[config.mk]
export PLATFORM = sky130hd
export DESIGN_NAME = qmult_seq
export DESIGN_NICKNAME = d
export VERILOG_FILES = /design/src/rtl/qmult_pkg.sv /design/src/rtl/qmult_round_sat.sv /design/src/rtl/qmult_seq.sv
export SDC_FILE = /design/constraint.sdc
export NUM_CORES = 1
export LEC_CHECK = 0
export CAP_MARGIN = 5
export CORE_UTILIZATION = 40
export DETAILED_ROUTE_END_ITERATION = 10
export GPL_ROUTABILITY_DRIVEN = 0
export PLACE_DENSITY = 0.61
export SLEW_MARGIN = 40
export SYNTH_ARGS = -nofsm -noshare
export SYNTH_HDL_FRONTEND = slang
export SYNTH_SLANG_ARGS = --single-unit
[constraint.sdc]
create_clock -name clk -period 8.2 [get_ports clk]
set_clock_uncertainty 0.2 [all_clocks]
set_input_delay 2.05 -clock clk [delete_from_list [all_inputs] [get_ports clk]]
set_output_delay 2.05 -clock clk [all_outputs]
set_load 0.03 [all_outputs]
[src/rtl/qmult_pkg.sv]
// Shared types and width/limit helpers for the sequential fixed-point multiplier family.
package qmult_pkg;

  typedef enum logic [1:0] {IDLE, CALC, DONE} state_t;

  localparam int W_MAX = 64;

  function automatic int cnt_w(input int n);
    return (n > 1) ? $clog2(n) : 1;
  endfunction

  function automatic logic [W_MAX-1:0] max_pos(input int n);
    return (64'd1 << (n - 1)) - 64'd1;
  endfunction

  function automatic logic [W_MAX-1:0] min_neg(input int n);
    return 64'd1 << (n - 1);
  endfunction

endpackage

[src/rtl/qmult_round_sat.sv]
// Rounds a sign-magnitude Q-format product back to N bits, flags overflow and
// either saturates or wraps the signed result.
module qmult_round_sat
  import qmult_pkg::*;
#(
  parameter int Q        = 18,
  parameter int N        = 32,
  parameter int SAT_EN   = 1,
  parameter int ROUND_EN = 1
) (
  input  logic [2*N-Q:0]      prod_hi,
  input  logic                neg,
  output logic signed [N-1:0] result,
  output logic                ovr
);

  localparam int MW = 2*N - Q;
  localparam logic [N-1:0] MAX_POS = N'(max_pos(N));
  localparam logic [N-1:0] MIN_NEG = N'(min_neg(N));

  logic [MW-1:0] mag;
  logic [MW-1:0] lim;

  // prod_hi[0] is bit Q-1 of the full product, the half-LSB of the result.
  function automatic logic [MW-1:0] round_mag(input logic [2*N-Q:0] p);
    logic [MW-1:0] rb;
    rb = '0;
    if (ROUND_EN != 0) rb[0] = p[0];
    return p[MW:1] + rb;
  endfunction

  function automatic logic [N-1:0] sat_wrap(input logic [MW-1:0] m, input logic sgn,
                                            input logic over);
    logic [MW-1:0] s;
    s = sgn ? -m : m;
    if (over && (SAT_EN != 0)) return sgn ? MIN_NEG : MAX_POS;
    return s[N-1:0];
  endfunction

  always_comb begin
    mag    = round_mag(prod_hi);
    lim    = neg ? MW'(MIN_NEG) : MW'(MAX_POS);
    ovr    = (mag > lim);
    result = sat_wrap(mag, neg, ovr);
  end

endmodule

[src/rtl/qmult_seq.sv]
// Bit-serial signed Q-format multiplier with valid/ready handshakes on both sides;
// one product takes N shift-add cycles followed by a single DONE cycle.
module qmult_seq
  import qmult_pkg::*;
#(
  parameter int Q        = 18,
  parameter int N        = 32,
  parameter int SAT_EN   = 1,
  parameter int ROUND_EN = 1
) (
  input  logic                clk,
  input  logic                rst_n,
  input  logic                in_valid,
  output logic                in_ready,
  input  logic signed [N-1:0] a,
  input  logic signed [N-1:0] b,
  output logic                out_valid,
  input  logic                out_ready,
  output logic signed [N-1:0] result,
  output logic                ovr
);

  localparam int CNT_W = cnt_w(N);

  state_t             state_q, state_d;
  logic [CNT_W-1:0]   cnt_q;
  logic [2*N-1:0]     mcand_q;
  logic [2*N-1:0]     acc_q;
  logic [2*N-1:0]     acc_nxt;
  logic [N-1:0]       mplier_q;
  logic               neg_q;
  logic               accept;
  logic               last;
  logic signed [N-1:0] rs_result;
  logic               rs_ovr;

  // |-2^(N-1)| wraps to 2^(N-1), which is exactly right as an unsigned N-bit value.
  function automatic logic [N-1:0] mag_of(input logic signed [N-1:0] x);
    logic signed [N-1:0] nx;
    nx = -x;
    return x[N-1] ? nx : x;
  endfunction

  assign in_ready  = rst_n && (state_q == IDLE);
  assign out_valid = (state_q == DONE);
  assign accept    = in_valid && in_ready;
  assign last      = (cnt_q == CNT_W'(N - 1));
  assign acc_nxt   = acc_q + (mplier_q[0] ? mcand_q : '0);

  qmult_round_sat #(
    .Q        (Q),
    .N        (N),
    .SAT_EN   (SAT_EN),
    .ROUND_EN (ROUND_EN)
  ) u_round_sat (
    .prod_hi (acc_nxt[2*N-1:Q-1]),
    .neg     (neg_q),
    .result  (rs_result),
    .ovr     (rs_ovr)
  );

  always_comb begin
    state_d = state_q;
    case (state_q)
      IDLE:    if (accept) state_d = CALC;
      CALC:    if (last) state_d = DONE;
      DONE:    if (out_ready) state_d = IDLE;
      default: state_d = IDLE;
    endcase
  end

  always_ff @(posedge clk or negedge rst_n) begin
    if (!rst_n) begin
      state_q  <= IDLE;
      cnt_q    <= '0;
      mcand_q  <= '0;
      mplier_q <= '0;
      acc_q    <= '0;
      neg_q    <= 1'b0;
      result   <= '0;
      ovr      <= 1'b0;
    end else begin
      state_q <= state_d;
      case (state_q)
        IDLE: begin
          if (accept) begin
            neg_q    <= a[N-1] ^ b[N-1];
            mcand_q  <= {{N{1'b0}}, mag_of(a)};
            mplier_q <= mag_of(b);
            acc_q    <= '0;
            cnt_q    <= '0;
          end
        end
        CALC: begin
          acc_q    <= acc_nxt;
          mcand_q  <= mcand_q << 1;
          mplier_q <= mplier_q >> 1;
          cnt_q    <= cnt_q + 1'b1;
          // Final iteration: the round/sat stage already sees the complete product.
          if (last) begin
            result <= rs_result;
            ovr    <= rs_ovr;
          end
        end
        default: ;
      endcase
    end
  end

endmodule
==> results of run 1 <==
## worst max path at each step
| stage | startpoint | endpoint | slack, ns | cells after the start |
|---|---|---|---|---|
| after global routing | mplier_q[0]$_DFFE_PN0P_ | result[18]$_DFFE_PN0P_ | -0.02 | 33 |
| after detailed placement | mplier_q[0]$_DFFE_PN0P_ | result[17]$_DFFE_PN0P_ | 0.30 | 34 |
| after CTS | mplier_q[0]$_DFFE_PN0P_ | result[17]$_DFFE_PN0P_ | 0.26 | 34 |
| final | mplier_q[0]$_DFFE_PN0P_ | result[17]$_DFFE_PN0P_ | 0.51 | 27 |
| after floorplan | mplier_q[0]$_DFFE_PN0P_ | result[17]$_DFFE_PN0P_ | 0.86 | 36 |
| after global placement | mplier_q[0]$_DFFE_PN0P_ | result[21]$_DFFE_PN0P_ | 0.47 | 34 |
## kinds of logic (layout without fill, tap and decap cells)
logic type	count (synthesis)	in the layout	synth area share (%)
AO/OA/AOI/OAI	665	665	25.16
XOR/XNOR	140	140	7.363
multiplexers	12	12	0.7467
flip-flops	201	201	30.02
AND/OR/NAND/NOR	848	848	25.11
adder cells (fa/ha/maj)	103	103	7.736
buffers and inverters	166	233	3.861
## flip-flops by register name, indices dropped and copies added (netlist names)
register,count
acc_q,64
neg_q,1
mplier_q,32
state_q,2
mcand_q,64
cnt_q,5
ovr,1
result,32
## power groups by stage
stage               Sequential, mW  Combinational, mW  Clock [mW]
floorplan                     1.76               2.44           0
global placement              1.69               3.54           0
detailed placement            1.70               3.61           0
CTS                           1.69               3.63        1.09
global route                  1.74               4.12        1.13
finish                        1.69               3.69        1.07
## synthesized netlist by cell type, types with 13 or more instances
cell      count
nand2_1     277
o21ai_0     241
dfrtp_1     201
nor2_1      152
a21oi_1     132
ha_1        102
clkbuf_1    100
xor2_1       91
nand3_1      89
and2_1       72
a22oi_1      58
nor3_1       50
xnor2_1      48
nand4_1      44
inv_1        40
a211oi_1     36
o31ai_1      33
nor4_1       24
or3_1        23
buf_2        19
nand2b_1     19
a21o_1       18
nor2b_1      17
or4_1        17
o211ai_1     15
a31oi_1      13
and3_1       13
or2_2        13
## worst reg2reg max path, cell delays in order, from the launching register on
cell       delay (ns)
dfrtp_1          0.38
buf_4            0.24
and2_1           0.17
ha_2             0.32
a21oi_1          0.23
o21ai_0          0.21
a22o_1           0.31
o311ai_1         0.61
a31oi_1          0.29
o21ai_0          0.27
nand4b_1         0.25
or4_1            0.69
or2_2            0.36
nor2_1           0.16
nand3_1          0.11
xnor2_1          0.22
ha_1             0.35
nand4_1          0.09
nor4_1           0.29
buf_4            0.17
o2bb2ai_1        0.11
a21oi_1          0.09
a2111oi_4        0.32
nand3_2          0.16
a2111o_1         0.40
buf_4            0.23
a211oi_1         0.24
nor3_1           0.07
## final cells by class
cell class              instances  area [um^2]
clock inverters                10        98.84
fillers                      4121        21870
clock buffers                  32        681.9
flip-flops and latches        201         5030
multi-input cells            1768        11210
repair buffers                151         1409
well taps                     532        665.6
inverters                      40        150.1
## cells in the final DEF (no fill, tap or decap), types with 58 or more instances in the layout
master,instances
ha_1,95
a22oi_1,58
xor2_1,89
and2_1,72
dfrtp_1,201
nor2_1,151
clkdlybuf4s50_1,99
a21oi_1,128
nand2_1,276
o21ai_0,240
nand3_1,88
## what timing repair did
| action | CTS | global route |
|---|---|---|
| endpoints found under the hold margin | 0 | 0 |
| hold buffers | 0 | 0 |
| buffers inserted | 0 | 8 |
| resized for setup | 0 | 21 |
| setup endpoints to repair | 0 | 33 |
## metal layers
metal  global-route usage [%]  up-vias
met1                    33.14     7614
li1                         -     7937
met2                    35.58      524
met3                    2.873       86
met5                        0        -
met4                    7.248        2
## per-stage QoR
| stage | instance area [um^2] | TNS (ns) | total power, mW | utilization (%) |
|---|---|---|---|---|
| CTS | 19080 | 0 | 6.415 | 46.41 |
| global placement | 18300 | 0 | 5.233 | 44.52 |
| floorplan | 16760 | 0 | 4.200 | - |
| finish | 19240 | 0 | 6.448 | 46.81 |
| global route | 19240 | -0.04501 | 7.000 | 46.81 |
| detailed placement | 18300 | 0 | 5.314 | 44.51 |
==> results.toml, run 1 <==
[worst_setup_path]
cp-start-kind = "register"
critPathMaxStageDelay_ns = 0.69
worstPathMaxFanout = 24
crit_path_frequent_cell = "buf_4"
crit_slowest_cell = "or4_1"
crit_family = "compound AO/OA/AOI/OAI gates"
cp.arrival_ns = 7.92
reg2reg_depth = 27
path_buf_inv = 3
required_ns = 8.42
reg2reg_to = "result[17]$_DFFE_PN0P_"
r2r_slack_ns = 0.51
cp-end-kind = "register"
critPathKind = "reg -> reg"
rr_startpoint = "mplier_q[0]$_DFFE_PN0P_"

[global_routing]
antenna_found_initial = 1
grt_pass1_wl_um = 79610
grt_pass1_vias = 15240
grt_max_degree = 122
grt_usage_pct = 23.00
gr-total-overflow = 0

[yosys]
ys_ff_latch = 201
synthFlopType = "dfrtp_1"
synthesis.area_um2 = 16760
netlist_instances = 2135
synth_nets = 2306
ys_types = 86
postSynthAreaPerCell_um2 = 7.848
synth_edf_count = 0
synth_top_area_share_pct = 30.02
ys_seq_area_share_pct = 30.02
synth_area_leaders = "dfrtp_1, ha_1, o21ai_0, nand2_1, xor2_1"
yosys_warnings = 0
yosysTopAreaCell = "dfrtp_1"
async_flop_share_pct = 100.0

[timing]
hold_violations = 0
setup_slack_ns = 0.5069
max-slew-margin-rel_pct = 52.03
finalCritPeriodShare_pct = 93.82
rsz0062_at_grt = "yes"
max_freq_ghz = 0.1300
post-route-min-period_ns = 7.693
holdWs_ns = 0.2791
setup_viol = 0
maxSlewViolCount = 0
worst_pin_slew_ns = 0.7195

[final_layout]
syn_to_final_growth_pct = 14.84
nNetsFinal = 2358
diodes = 0
stdcell_count = 2734
drive_above_1_share_pct = 7.357

[clocking]
clock-sinks = 201
cts_root_buf = "clkbuf_16"
htreeDepth = 1
cts.reportedPaths.clkPinSlew_ns = 0.06
clockBufferDepth = 3
cts_made_buffers = 25
clk_latency_ns = 0.55
tritoncts = "built"

[routing]
maxUsedRoutingLayer = "met5"
vias = 16160
drc = 8
wl_met2_um = 20830
dr_wl_met3_um = 2954
firstDrtPassIters = 9
wl_per_cell_um = 17.69
wl_met1_um = 23100
vias_per_cell = 5.912
routed_wl_um = 48360
drt_iter0_drc = 1159
ant_nets = 0

[power]
power_frac_comb_pct = 57.2
p_switching_mw = 3.060
pwr_density_cell_nw_per_um2 = 335.1
seqPwrFrac_pct = 26.2
ir_drop_mv = 0.1593
power.leakage_nw = 7.979
switching_share_pct = 47.46
p_int_mw = 3.388
p_clk_share_pct = 16.6

[floorplan]
start_util_pct = 40.76
rows = 74
die_h_um = 206.7
die_area_um2 = 42710
die_w_um = 206.7
num_io_pins = 103
core_area_um2 = 41110

[placed_design]
portBuffers = 102
placedCellCount = 2684
place_ws_ns = 0.3049
place_hpwl_um = 36460

[hold_path]
holdPathStages = 2
worstHoldEndpoint = "result[30]$_DFFE_PN0P_"
hold_path_class = "reg -> reg"
worstHoldStart = "result[30]$_DFFE_PN0P_"

[run_status]
violations = "DRC"
status = "finished with violations"

[flow_run]
maxCapViolCount = 0
Power figures use the tool's default switching activity.
==> inputs of run 2 (changes only) <==
--- a/config.mk
+++ b/config.mk
@@ -10,7 +10,9 @@
 export DETAILED_ROUTE_END_ITERATION = 10
 export GPL_ROUTABILITY_DRIVEN = 0
 export PLACE_DENSITY = 0.61
+export RECOVER_POWER = 25
 export SLEW_MARGIN = 40
 export SYNTH_ARGS = -nofsm -noshare
 export SYNTH_HDL_FRONTEND = slang
+export SYNTH_HIERARCHICAL = 1
 export SYNTH_SLANG_ARGS = --single-unit
==> run 2 against run 1 <==
The flow finishes with violations (DRC, capacitance limit, slew limit). Largest cell class unchanged. Via count fell by 4.9%. Synthesized cell count is 5.2% lower. Flip-flop and latch count unchanged. Combinational power up 31%. Critical path depth increased by 1. Global-route usage shrank 1.2 points. Sequential power about the same. Clock-buffer cell count stayed put. Clock power grew 9%. Register-to-register slack worse by 0.06 ns. Final area down 0.39%.
==> results.toml, run 2 <==
[timing]
setup_viol = 0
maxSlewViolCount = 65
post-route-min-period_ns = 7.749
rsz0062_at_grt = "no"
hold_violations = 0
max_freq_ghz = 0.1291
setup_tns_ns = 0
worst_pin_slew_ns = 3.612
max-slew-margin-rel_pct = -140.8
finalCritPeriodShare_pct = 94.50

[worst_setup_path]
crit_path_frequent_cell = "nand2_1"
cp-end-kind = "register"
path_buf_inv = 3
crit_family = "compound AO/OA/AOI/OAI gates"
cp-start-kind = "register"
required_ns = 8.43
critPathMaxStageDelay_ns = 0.63
worstPathMaxFanout = 29
cp.arrival_ns = 7.98
critPathKind = "reg -> reg"
crit_slowest_cell = "or4_4"

[power]
power.leakage_nw = 8.310
pwr_density_cell_nw_per_um2 = 403.5
ir_drop_mv = 0.1721
power.total_mw = 7.734

[yosys]
yosysTopAreaCell = "dfrtp_1"
synth_nets = 2197
netlist_instances = 2025
synth_area_leaders = "dfrtp_1, ha_1, nand2_1, o21ai_0, xor2_1"
ys_seq_area_share_pct = 30.13
synth_top_area_share_pct = 30.13
synthesis.area_um2 = 16690
postSynthAreaPerCell_um2 = 8.243
synthFlopType = "dfrtp_1"
ys_types = 91
synth_most_common_cell = "nand2_1"
synth_edf_count = 0
yosys_warnings = 6
ys_ff_latch = 201
async_flop_share_pct = 100.0
yosys-top-cells-count = "nand2_1, o21ai_0, dfrtp_1, ha_1, nand3_1"

[floorplan]
start_util_pct = 40.70
die_w_um = 206.3
core_area_um2 = 41020
rows = 74
die_area_um2 = 42550
die_h_um = 206.3
num_io_pins = 103

[routing]
drt_iter0_drc = 1048
firstDrtPassIters = 8
vias = 15370
drc = 11
wl_per_cell_um = 17.55
vias_per_cell = 5.839
routed_wl_um = 46180
ant_nets = 0

[final_layout]
stdcell_count = 2632
multiInputGateArea_um2 = 10950
syn_to_final_growth_pct = 14.83
drive_above_1_share_pct = 9.429
nNetsFinal = 2252
seqCellArea_um2 = 5031
fin_util_pct = 46.73
top_regs = "acc_q (64), mcand_q (64)"
n_fill_cell = 3993
final_common_cell = "nand2_1"
final_cell_mix = "nand2_1, o21ai_0, dfrtp_1"
diodes = 0

[clocking]
ctsHoldBuffers = 0
clk_latency_ns = 0.56
cts.reportedPaths.clkPinSlew_ns = 0.06
cts_made_buffers = 26
tritoncts = "built"
clock-sinks = 201
htreeDepth = 1
cts_root_buf = "clkbuf_16"
clockBufferDepth = 3

[global_routing]
gr-total-overflow = 0
grt_pass1_vias = 14820
grt_max_degree = 91
grt_usage_pct = 21.84
grt_pass1_wl_um = 76420
antenna_found_initial = 0

[run_status]
violations = "DRC, capacitance limit, slew limit"
status = "finished with violations"

[placed_design]
portBuffers = 102
placedCellCount = 2580
place_hpwl_um = 33870

[flow_run]
maxCapViolCount = 1

[hold_path]
hold_path_class = "reg -> reg"
## run 2: through the flow
| stage | area (um^2) | hold WS [ns] | worst slack (ns) |
|---|---|---|---|
| floorplan | 16690 | 0.2494 | 0.6691 |
| global placement | 18190 | 0.2697 | 0.2664 |
| detailed placement | 18210 | 0.2761 | 0.1398 |
| CTS | 19090 | 0.2843 | 0.1541 |
| global route | 19170 | 0.3087 | 0.03943 |
| finish | 19170 | 0.2797 | 0.4511 |
## run 2: worst paths after layout
| path | start | to | slack (ns) | cells past startpoint |
|---|---|---|---|---|
| min in group asynchronous | rst_n | result[1]$_DFFE_PN0P_ | 1.28 | 1 |
| setup / recovery | mplier_q[0]$_DFFE_PN0P_ | result[1]$_DFFE_PN0P_ | 0.45 | 28 |
| max in group asynchronous | rst_n | mcand_q[9]$_DFFE_PN0P_ | 2.66 | 2 |
| setup reg to reg | mplier_q[0]$_DFFE_PN0P_ | result[1]$_DFFE_PN0P_ | 0.45 | 28 |
| hold reg to reg | cnt_q[3]$_DFFE_PN0P_ | cnt_q[3]$_DFFE_PN0P_ | 0.28 | 1 |
| hold / removal | cnt_q[3]$_DFFE_PN0P_ | cnt_q[3]$_DFFE_PN0P_ | 0.28 | 1 |
## run 2: metal layers
layer	track usage, %	share of wire [%]	vias to the layer above
met2	35.81	45	413
li1	-	-	7527
met1	30.54	48	7358
met4	5.725	2.2	0
met3	2.097	4.8	70
met5	0	0	-
## run 2: report_power, final
part           internal [mW]  switching (mW)
combinational           1.81            3.04
clock                  0.705           0.468
sequential              1.42           0.287
total                   3.94            3.79
## run 2: what timing repair did
item                                    CTS  global route
resized for setup                         0            11
endpoints found under the setup margin    0            33
buffers inserted                          0             4
## run 2: kinds of logic after synthesis
family / Yosys count / share of synthesized area, %
AO/OA/AOI/OAI: 597 / 23.29
XOR/XNOR: 147 / 7.713
adder cells (fa/ha/maj): 104 / 7.841
buffers and inverters: 186 / 4.805
flip-flops: 201 / 30.13
multiplexers: 54 / 3.523
AND/OR/NAND/NOR: 736 / 22.70
## run 2: worst register-to-register path, delay by kind of cell (launching register included)
family | cells | cell delay, ns
compound gates | 12 | 3.03
xor+xnor | 2 | 0.35
fa+ha+maj | 2 | 0.59
buf+inv | 3 | 0.69
flops | 1 | 0.39
mux | 1 | 0.28
simple gates | 8 | 2.08
## run 2: layout make-up
type                            instances  share of cell area (%)
Inverter                               58                   1.136
Sequential cell                       201                   26.25
Tap cell                              532                   3.473
Clock inverter                         16                  0.9204
Clock buffer                           32                   3.669
Multi-Input combinational cell       1638                   57.13
Timing Repair Buffer                  155                   7.429
==> inputs of run 3 (changes only) <==
--- a/config.mk
+++ b/config.mk
@@ -6,6 +6,7 @@
 export NUM_CORES = 1
 export LEC_CHECK = 0
 export CAP_MARGIN = 5
+export CORE_MARGIN = 2
 export CORE_UTILIZATION = 40
 export DETAILED_ROUTE_END_ITERATION = 10
 export GPL_ROUTABILITY_DRIVEN = 0
==> run 3 against run 2 <==
Highest routed layer unchanged. Maximum frequency up 0.25%. The flow finishes with violations (capacitance limit, slew limit). Clock-buffer cell count rose by 3. Combinational power hardly changed. Register-to-register slack better by 0.02 ns. Largest power group unchanged.
==> results.toml, run 3 (same netlist as run 2, synthesis figures left out) <==
[final_layout]
diodes = 0
syn_to_final_growth_pct = 15.20
n_fill_cell = 4055
seqCellArea_um2 = 5031
multiInputGateArea_um2 = 10970
drive_above_1_share_pct = 9.030
top_regs = "acc_q (64), mcand_q (64)"
nNetsFinal = 2248
final_common_cell = "nand2_1"
final_cell_mix = "nand2_1, o21ai_0, dfrtp_1"
final_area_um2 = 19230

[clocking]
clk_latency_ns = 0.56
clockBufferDepth = 3
htreeDepth = 1
cts.reportedPaths.clkPinSlew_ns = 0.06
cts_made_buffers = 25
cts_root_buf = "clkbuf_16"
clock-sinks = 201
tritoncts = "built"
ctsHoldBuffers = 0

[global_routing]
grt_usage_pct = 20.85
antenna_found_initial = 0
grtUsageMet3_pct = 2.340
gr-max-usage-layer = "met2"
grt_pass1_vias = 14690
grtUsageMet2_pct = 33.88
grt_pass1_wl_um = 76060
gr-total-overflow = 0
met1_usage_pct = 29.46
grt_max_degree = 92

[timing]
setup_tns_ns = 0
max-slew-margin-rel_pct = -162.7
worst_pin_slew_ns = 3.940
max_freq_ghz = 0.1294
maxSlewViolCount = 75
hold_violations = 0
finalCritPeriodShare_pct = 94.27
post-route-min-period_ns = 7.730
setup_viol = 0

[worst_setup_path]
critPathMaxStageDelay_ns = 0.62
rr_startpoint = "mplier_q[0]$_DFFE_PN0P_"
cp-end-kind = "register"
critPathKind = "reg -> reg"
crit_slowest_cell = "or4_4"
cp-start-kind = "register"
reg2reg_to = "result[1]$_DFFE_PN0P_"
worstPathMaxFanout = 30
r2r_slack_ns = 0.47
cp.arrival_ns = 7.97
crit_path_frequent_cell = "nand2_1"
reg2reg_depth = 28
required_ns = 8.45

[floorplan]
die_area_um2 = 43380
core_area_um2 = 41020
die_h_um = 208.3
die_w_um = 208.3
rows = 74
start_util_pct = 40.70
num_io_pins = 103

[routing]
wl_per_cell_um = 17.61
drt_iter0_drc = 1122
vias_per_cell = 5.845
ant_nets = 0
vias = 15340
routed_wl_um = 46220
drc = 0
firstDrtPassIters = 6

[power]
ir_drop_mv = 0.1482
power.leakage_nw = 8.340
pwr_density_cell_nw_per_um2 = 407.1

[placed_design]
place_hpwl_um = 33850
postPlaceCellArea_um2 = 18210
portBuffers = 102

[hold_path]
worstHoldEndpoint = "cnt_q[3]$_DFFE_PN0P_"
holdPathStages = 1
worstHoldStart = "cnt_q[3]$_DFFE_PN0P_"
hold_path_class = "reg -> reg"

[run_status]
violations = "capacitance limit, slew limit"
status = "finished with violations"

[flow_run]
maxCapViolCount = 1
run 3: cell types whose count changed in the layout (fill, tap and decap cells not counted), sizes merged:
cell | previous run | this run
clkinv | 12 | 1
buf | 54 | 50
bufinv | 3 | 7
clkbuf | 34 | 37
clkdlybuf4s50 | 98 | 99
clkinvlp | 1 | 0
inv | 58 | 59
run 3: worst max path at each step:
stage                                  startpoint                     end  cells past startpoint  slack (ns)
after floorplan           mplier_q[0]$_DFFE_PN0P_  result[26]$_DFFE_PN0P_                     32        0.67
after global placement    mplier_q[0]$_DFFE_PN0P_  result[25]$_DFFE_PN0P_                     27        0.41
after detailed placement  mplier_q[0]$_DFFE_PN0P_  result[21]$_DFFE_PN0P_                     27        0.14
after CTS                 mplier_q[0]$_DFFE_PN0P_  result[21]$_DFFE_PN0P_                     27        0.07
after global routing      mplier_q[0]$_DFFE_PN0P_   result[1]$_DFFE_PN0P_                     28      -0.004
final                     mplier_q[0]$_DFFE_PN0P_   result[1]$_DFFE_PN0P_                     28        0.47
run 3: what timing repair did:
action / in CTS / in global routing
resized for setup: 0 / 12
endpoints found under the setup margin: 0 / 33
buffers inserted: 0 / 2
run 3: report_power, final:
group | switching (mW) | internal [mW]
combinational | 3.04 | 1.81
sequential | 0.284 | 1.42
clock | 0.456 | 0.818
total | 3.78 | 4.05
run 3: layer usage:
metal	part of all wire (%)	up-vias
li1	-	7525
met1	48	7351
met2	45	399
met3	4.3	69
met4	2.4	0
met5	0	-
run 3: final cells by class:
| type | count | share of cell area (%) |
|---|---|---|
| clock buffers | 35 | 3.657 |
| clock inverters | 9 | 1.223 |
| inverters | 58 | 1.132 |
| multi-input cells | 1638 | 57.07 |
| flip-flops and latches | 201 | 26.16 |
| well taps | 532 | 3.462 |
| repair buffers | 152 | 7.294 |
run 3: critical path: cells and delay by family, from the launching register on:
| kind | cells | cell delay (ns) |
|---|---|---|
| AOI/OAI and AO/OA | 12 | 3.01 |
| and+or+nand+nor | 8 | 2.03 |
| buffers and inverters | 3 | 0.70 |
| adders and majority gates | 2 | 0.59 |
| xor gates and xnor gates | 2 | 0.42 |
| DFF | 1 | 0.39 |
| muxes | 1 | 0.27 |
run 3: stage by stage:
stage                     power, mW  hold WS [ns]  instances  util, %  setup WS (ns)
after floorplan               5.129        0.2494       2025        -         0.6691
after global placement        6.345        0.2675       2579    44.32         0.4092
after detailed placement      6.461        0.2830       2579    44.38         0.1354
after CTS                     7.766        0.2884       2623    46.67        0.07424
after global routing          8.490        0.3189       2625    46.88      -0.003524
final                         7.828        0.2886       2625    46.88         0.4703
